$ cat config.mk
export PLATFORM = sky130hd
export DESIGN_NAME = time_slice_gen_multi
export DESIGN_NICKNAME = d
export VERILOG_FILES = /design/src/rtl/time_slice_pkg.sv /design/src/rtl/time_slice_channel.sv /design/src/rtl/time_slice_gen_multi.sv
export SDC_FILE = /design/constraint.sdc
export NUM_CORES = 2
export LEC_CHECK = 0
export ABC_CLOCK_PERIOD_IN_PS = 73600
export CELL_PAD_IN_SITES_DETAIL_PLACEMENT = 0
export CELL_PAD_IN_SITES_GLOBAL_PLACEMENT = 1
export CORE_ASPECT_RATIO = 1.4
export CORE_MARGIN = 3
export CORE_UTILIZATION = 40
export CTS_BUF_LIST = sky130_fd_sc_hd__clkbuf_4 sky130_fd_sc_hd__clkbuf_8 sky130_fd_sc_hd__clkbuf_16
export DETAILED_ROUTE_END_ITERATION = 10
export GPL_TIMING_DRIVEN = 0
export PLACE_DENSITY = 0.63
export SLEW_MARGIN = 25
export SYNTH_ARGS = -nofsm -noshare
export SYNTH_HDL_FRONTEND = slang
export SYNTH_SLANG_ARGS = --single-unit
$ cat constraint.sdc
create_clock -name clk -period 73.6 [get_ports clk]
set_input_delay 11.04 -clock clk [delete_from_list [all_inputs] [get_ports clk]]
set_output_delay 11.04 -clock clk [all_outputs]
set_load 0.05 [all_outputs]
$ cat src/rtl/time_slice_pkg.sv
// Shared encodings for the multi-slice time-slice generator.
// Optional counter readback is built when SLICE_CNT_READBACK_EN is defined.
package time_slice_pkg;

  typedef enum logic [1:0] {
    SEL_TOTAL = 2'd0,
    SEL_START = 2'd1,
    SEL_END   = 2'd2,
    SEL_CTRL  = 2'd3
  } cfg_sel_e;

  localparam int CTRL_EN_BIT   = 0;
  localparam int CTRL_TICK_BIT = 1;

  typedef struct packed {
    logic tick_mode;
    logic enable;
  } slice_ctrl_t;

endpackage

$ cat src/rtl/time_slice_channel.sv
// One slice: shadow/active period registers, period counter, window compare
// and wrap pulse. Counter port exists only when SLICE_CNT_READBACK_EN is defined.
module time_slice_channel
  import time_slice_pkg::*;
#(
  parameter int CNT_WIDTH = 25
) (
  input  logic                 clk,
  input  logic                 rst,
  input  logic                 tsf_tick,
  input  logic                 resync,
  input  logic                 wr_en,
  input  logic [1:0]           wr_sel,
  input  logic [CNT_WIDTH-1:0] wr_data,
`ifdef SLICE_CNT_READBACK_EN
  output logic [CNT_WIDTH-1:0] counter,
`endif
  output logic                 en,
  output logic                 boundary
);

  slice_ctrl_t          ctrl;
  logic [CNT_WIDTH-1:0] cnt, cnt_nxt;
  logic [CNT_WIDTH-1:0] sh_total, sh_start, sh_end;
  logic [CNT_WIDTH-1:0] act_total, act_start, act_end;
  logic [CNT_WIDTH-1:0] total_nxt, start_nxt, end_nxt;
  logic                 advance, wrap, commit, in_window;

  // A write landing on a commit cycle bypasses straight into the active set.
  always_comb begin
    total_nxt = (wr_en && wr_sel == SEL_TOTAL) ? wr_data : sh_total;
    start_nxt = (wr_en && wr_sel == SEL_START) ? wr_data : sh_start;
    end_nxt   = (wr_en && wr_sel == SEL_END)   ? wr_data : sh_end;
  end

  assign advance = ctrl.enable && (!ctrl.tick_mode || tsf_tick);
  assign wrap    = advance && (cnt == act_total);
  assign commit  = resync || wrap || !ctrl.enable;

  always_comb begin
    cnt_nxt = cnt;
    if (resync || !ctrl.enable) begin
      cnt_nxt = '0;
    end else if (advance) begin
      cnt_nxt = wrap ? '0 : cnt + CNT_WIDTH'(1);
    end
  end

  // start > end describes a window that straddles the period boundary.
  always_comb begin
    if (act_start <= act_end) begin
      in_window = (cnt >= act_start) && (cnt <= act_end);
    end else begin
      in_window = (cnt >= act_start) || (cnt <= act_end);
    end
  end

  always_ff @(posedge clk or posedge rst) begin
    if (rst) begin
      ctrl      <= '0;
      cnt       <= '0;
      sh_total  <= '0;
      sh_start  <= '0;
      sh_end    <= '0;
      act_total <= '0;
      act_start <= '0;
      act_end   <= '0;
      en        <= 1'b0;
      boundary  <= 1'b0;
    end else begin
      sh_total <= total_nxt;
      sh_start <= start_nxt;
      sh_end   <= end_nxt;
      if (commit) begin
        act_total <= total_nxt;
        act_start <= start_nxt;
        act_end   <= end_nxt;
      end
      if (wr_en && wr_sel == SEL_CTRL) begin
        ctrl.enable    <= wr_data[CTRL_EN_BIT];
        ctrl.tick_mode <= wr_data[CTRL_TICK_BIT];
      end
      cnt      <= cnt_nxt;
      en       <= ctrl.enable && in_window;
      boundary <= wrap && !resync;
    end
  end

`ifdef SLICE_CNT_READBACK_EN
  assign counter = cnt;
`endif

endmodule

$ cat src/rtl/time_slice_gen_multi.sv
// NUM_SLICE independent periodic enable windows for tx_control.
// Define SLICE_CNT_READBACK_EN to add the rd_idx/rd_counter readback port.
module time_slice_gen_multi
  import time_slice_pkg::*;
#(
  parameter int NUM_SLICE = 4,
  parameter int CNT_WIDTH = 25,
  parameter int IDX_WIDTH = 2
) (
  input  logic                 clk,
  input  logic                 rst,
  input  logic                 tsf_tick,
  input  logic                 tsf_load_control,
  input  logic                 cfg_wren,
  input  logic [IDX_WIDTH-1:0] cfg_idx,
  input  logic [1:0]           cfg_sel,
  input  logic [CNT_WIDTH-1:0] cfg_data,
`ifdef SLICE_CNT_READBACK_EN
  input  logic [IDX_WIDTH-1:0] rd_idx,
  output logic [CNT_WIDTH-1:0] rd_counter,
`endif
  output logic [NUM_SLICE-1:0] slice_en,
  output logic [NUM_SLICE-1:0] slice_boundary
);

  logic [NUM_SLICE-1:0] wr_hit;

`ifdef SLICE_CNT_READBACK_EN
  logic [CNT_WIDTH-1:0] cnt_arr [NUM_SLICE];
  logic [CNT_WIDTH-1:0] rd_mux;
`endif

  // Indices at or above NUM_SLICE match no channel, so those writes vanish.
  for (genvar i = 0; i < NUM_SLICE; i++) begin : g_slice
    assign wr_hit[i] = cfg_wren && (cfg_idx == IDX_WIDTH'(i));

    time_slice_channel #(
      .CNT_WIDTH (CNT_WIDTH)
    ) u_channel (
      .clk      (clk),
      .rst      (rst),
      .tsf_tick (tsf_tick),
      .resync   (tsf_load_control),
      .wr_en    (wr_hit[i]),
      .wr_sel   (cfg_sel),
      .wr_data  (cfg_data),
`ifdef SLICE_CNT_READBACK_EN
      .counter  (cnt_arr[i]),
`endif
      .en       (slice_en[i]),
      .boundary (slice_boundary[i])
    );
  end

`ifdef SLICE_CNT_READBACK_EN
  always_comb begin
    rd_mux = '0;
    for (int k = 0; k < NUM_SLICE; k++) begin
      if (rd_idx == IDX_WIDTH'(k)) rd_mux = cnt_arr[k];
    end
  end

  always_ff @(posedge clk or posedge rst) begin
    if (rst) rd_counter <= '0;
    else     rd_counter <= rd_mux;
  end
`endif

endmodule
==> metrics <==
outcome complete, no violations; flop and latch count out of synthesis 716; die area just over 90,000 um2; Overall Global Routing Usage 20.5%; Max VDD drop 0.0150 mV; WP data required 74.09 ns; Worst slew margin 34.6%; syn_nets 3,277; first-pass GRT wire length 147,000 um; buffers added on ports 41; grt ovf 0; Min Hold Slack between 0.4 and 0.5 ns; filler instances 8,085; TNS Setup 0 ns; post-synthesis sequential area ratio around half; initial antenna violation count 14; Net Switching 371 uW; EDFF count, synth 0; hold_buf cts 0; detailed-route via count between 20,000 and 25,000; Synth area leaders dfrtp_1 50%, mux2_2 19%, ha_1 11%; Yosys top cell area share roughly half; Hold WC Path Type flop to flop; post-layout util between 40% and 50%; Via density 5.27; minimum clock period 13.58 ns; WS Path Type input port to flop; sequential power share 43.2%; Sink Count 716; worst-margin pin slew approximately 0.98 ns; starting density of the core ~41%; fin nets 3,407; Layout Area Growth over Synthesis 13.6%; worst flop-to-flop path endpoint g_slice[3].u_channel.act_end[1]; Clock Latency Late Sink 0.63 ns; antenna-violating nets left 0; DRT iter0 DRCs 1,153; max-slew violation count 0; Core Box Area 88,800 um2; Fin. Hold Viols 0; CP Launch Type input port; crit end category flop; total CTS buffers 74; top post-synthesis cells by count 716 x dfrtp_1, 608 x mux2_2, 304 x ha_1, 209 x inv_1, 158 x nor2_1; CTS tree done; # rows 129; Routed WL 94,200 um; clk root buf clkbuf_16; r2r startpoint g_slice[3].u_channel.cnt[12]; clock network fraction of total power 31.9%; Power Total between 1000 and 1500 uW; cells after synthesis 2,939; Worst Hold Launch g_slice[2].u_channel.sh_start[18]; fin crit share roughly 18%; Hold Path Sink g_slice[2].u_channel.sh_start[18]; yosys synthesis warning count 0; drt pass-1 iters 5; Clock Skew 0.0213 ns; Hold Path Cell Cnt 1; Net Sw Frac 29.9%; Critical Path AT roughly 14 ns; RSZ-0062 raised after global routing false; Pint 870 uW; top-count cell post-synth dfrtp_1; power per standard cell area 30.4 nW/um2; Mapped Area about 36,000 um2; Clock Path Buffers 3; combinational share of power between 20 and 25%; layout cells sized above 1 27.7%; pin count of the biggest net entering global routing 99; Post-route DRC 0; synth unique cells 56; most common flop cell mapped by yosys dfrtp_1; Reg2Reg Setup Slack 70.65 ns; post-cts sizing count 0; via count of the first global-routing pass 24,300; Avg Cell Area, Syn ~12 um2; height of the die roughly 360 um; # placed instances about 4,200; Max-Cap Viols 0; CTS clk-pin slew, worst paths 0.06 ns; Max Freq 73.6 MHz; Setup Fix Bufs, Post-CTS 0; # IOs 42; Die Width 259 um; Setup Viol. Count Final 0; fraction of registers with async set/reset 100%; CTS H-tree lvls 3; leakage power between 0.015 and 0.02 uW; Synth area leader dfrtp_1; Worst R2R Path Depth 9; dpl hpwl 69,800 um; Max FO, Critical Path 10; gpl congestion 0.817; routed len/inst 21.8 um; Final Non-Filler Cells roughly 4,300
cell type report:
| class | instances | area (um2) | area share (%) |
|---|---|---|---|
| inverter | 209 | 792 | 1.94 |
| sequential | 716 | 17900 | 43.9 |
| clock inverter | 26 | 348 | 0.852 |
| multi-input combinational | 1904 | 16700 | 40.8 |
| tap | 1179 | 1480 | 3.61 |
| timing repair buffer | 54 | 768 | 1.88 |
| clock buffer | 108 | 2230 | 5.46 |
| antenna | 5 | 12.5 | 0.0306 |
| buffer | 110 | 613 | 1.50 |
cells in the final DEF, fill, tap and decap left out, types with 41 or more instances in the layout:
master,count
mux2_2,608
nand3_1,69
nand2_1,100
dfrtp_1,716
xnor2_1,76
a21oi_1,109
buf_2,45
clkdlybuf4s50_1,41
xor2_1,115
o21ai_0,46
inv_1,208
nor2_1,155
nand4_1,82
clkbuf_16,75
a21o_1,41
ha_1,304
stage by stage:
stage	cell area (um2)	setup slack, ns
after floorplan	36000	42.48
after global placement	37800	35.09
after detailed placement	38200	59.31
after CTS	40800	59.96
after global routing	40800	59.88
final	40800	60.02
worst max-delay path, cell delays in order:
cell	delay, ns
clkdlybuf4s50_1	0.91
nand2b_1	0.28
nand3_1	0.10
nor4_1	0.33
nand4_1	0.29
nand3b_1	0.16
buf_2	0.30
buf_4	0.30
mux2_2	0.35
sequential cells by signal, summed over array words and instances (netlist names):
| register | cells |
|---|---|
| g_slice.u_channel.act_end | 100 |
| g_slice.u_channel.act_start | 100 |
| g_slice.u_channel.act_total | 100 |
| g_slice.u_channel.boundary | 4 |
| g_slice.u_channel.cnt | 100 |
| g_slice.u_channel.ctrl | 8 |
| g_slice.u_channel.en | 4 |
| g_slice.u_channel.sh_end | 100 |
| g_slice.u_channel.sh_start | 100 |
| g_slice.u_channel.sh_total | 100 |
power by group through the flow:
| stage | logic [uW] | clock network [uW] | registers, uW |
|---|---|---|---|
| global route | 348 | 423 | 547 |
| global placement | 298 | 0 | 543 |
| detailed placement | 311 | 0 | 544 |
| floorplan | 233 | 0 | 526 |
| CTS | 313 | 408 | 538 |
| finish | 308 | 396 | 536 |
per-layer routing:
metal	vias to the layer above	global-route usage (%)	share of wire [%]
met1	11600	25.1	42
li1	10600	-	-
met2	332	36.7	51
met4	2	7.61	3.5
met5	-	0	0.013
met3	166	2.76	3.4
worst max path at each step:
| stage | slack (ns) | startpoint | end |
|---|---|---|---|
| after floorplan | 42.48 | rst | g_slice[0].u_channel.act_end[0] |
| after global placement | 35.09 | rst | g_slice[3].u_channel.act_end[1] |
| after detailed placement | 59.31 | tsf_tick | g_slice[3].u_channel.act_end[2] |
| after CTS | 59.96 | tsf_tick | g_slice[3].u_channel.act_end[1] |
| after global routing | 59.88 | tsf_tick | g_slice[3].u_channel.act_end[5] |
| final | 60.02 | tsf_tick | g_slice[3].u_channel.act_end[1] |
kinds of logic (layout without fill, tap and decap cells):
| logic type | count (synthesis) | after routing | share of synthesized area [%] |
|---|---|---|---|
| AO/OA/AOI/OAI | 258 | 258 | 4.38 |
| multiplexers | 609 | 609 | 19.1 |
| XOR/XNOR | 191 | 191 | 4.65 |
| adder cells (fa/ha/maj) | 304 | 304 | 10.6 |
| AND/OR/NAND/NOR | 542 | 542 | 7.68 |
| buffers and inverters | 319 | 507 | 3.81 |
| flip-flops | 716 | 716 | 49.8 |
| other | 0 | 5 | 0 |
No activity file was read; power rests on OpenSTA's default activity.
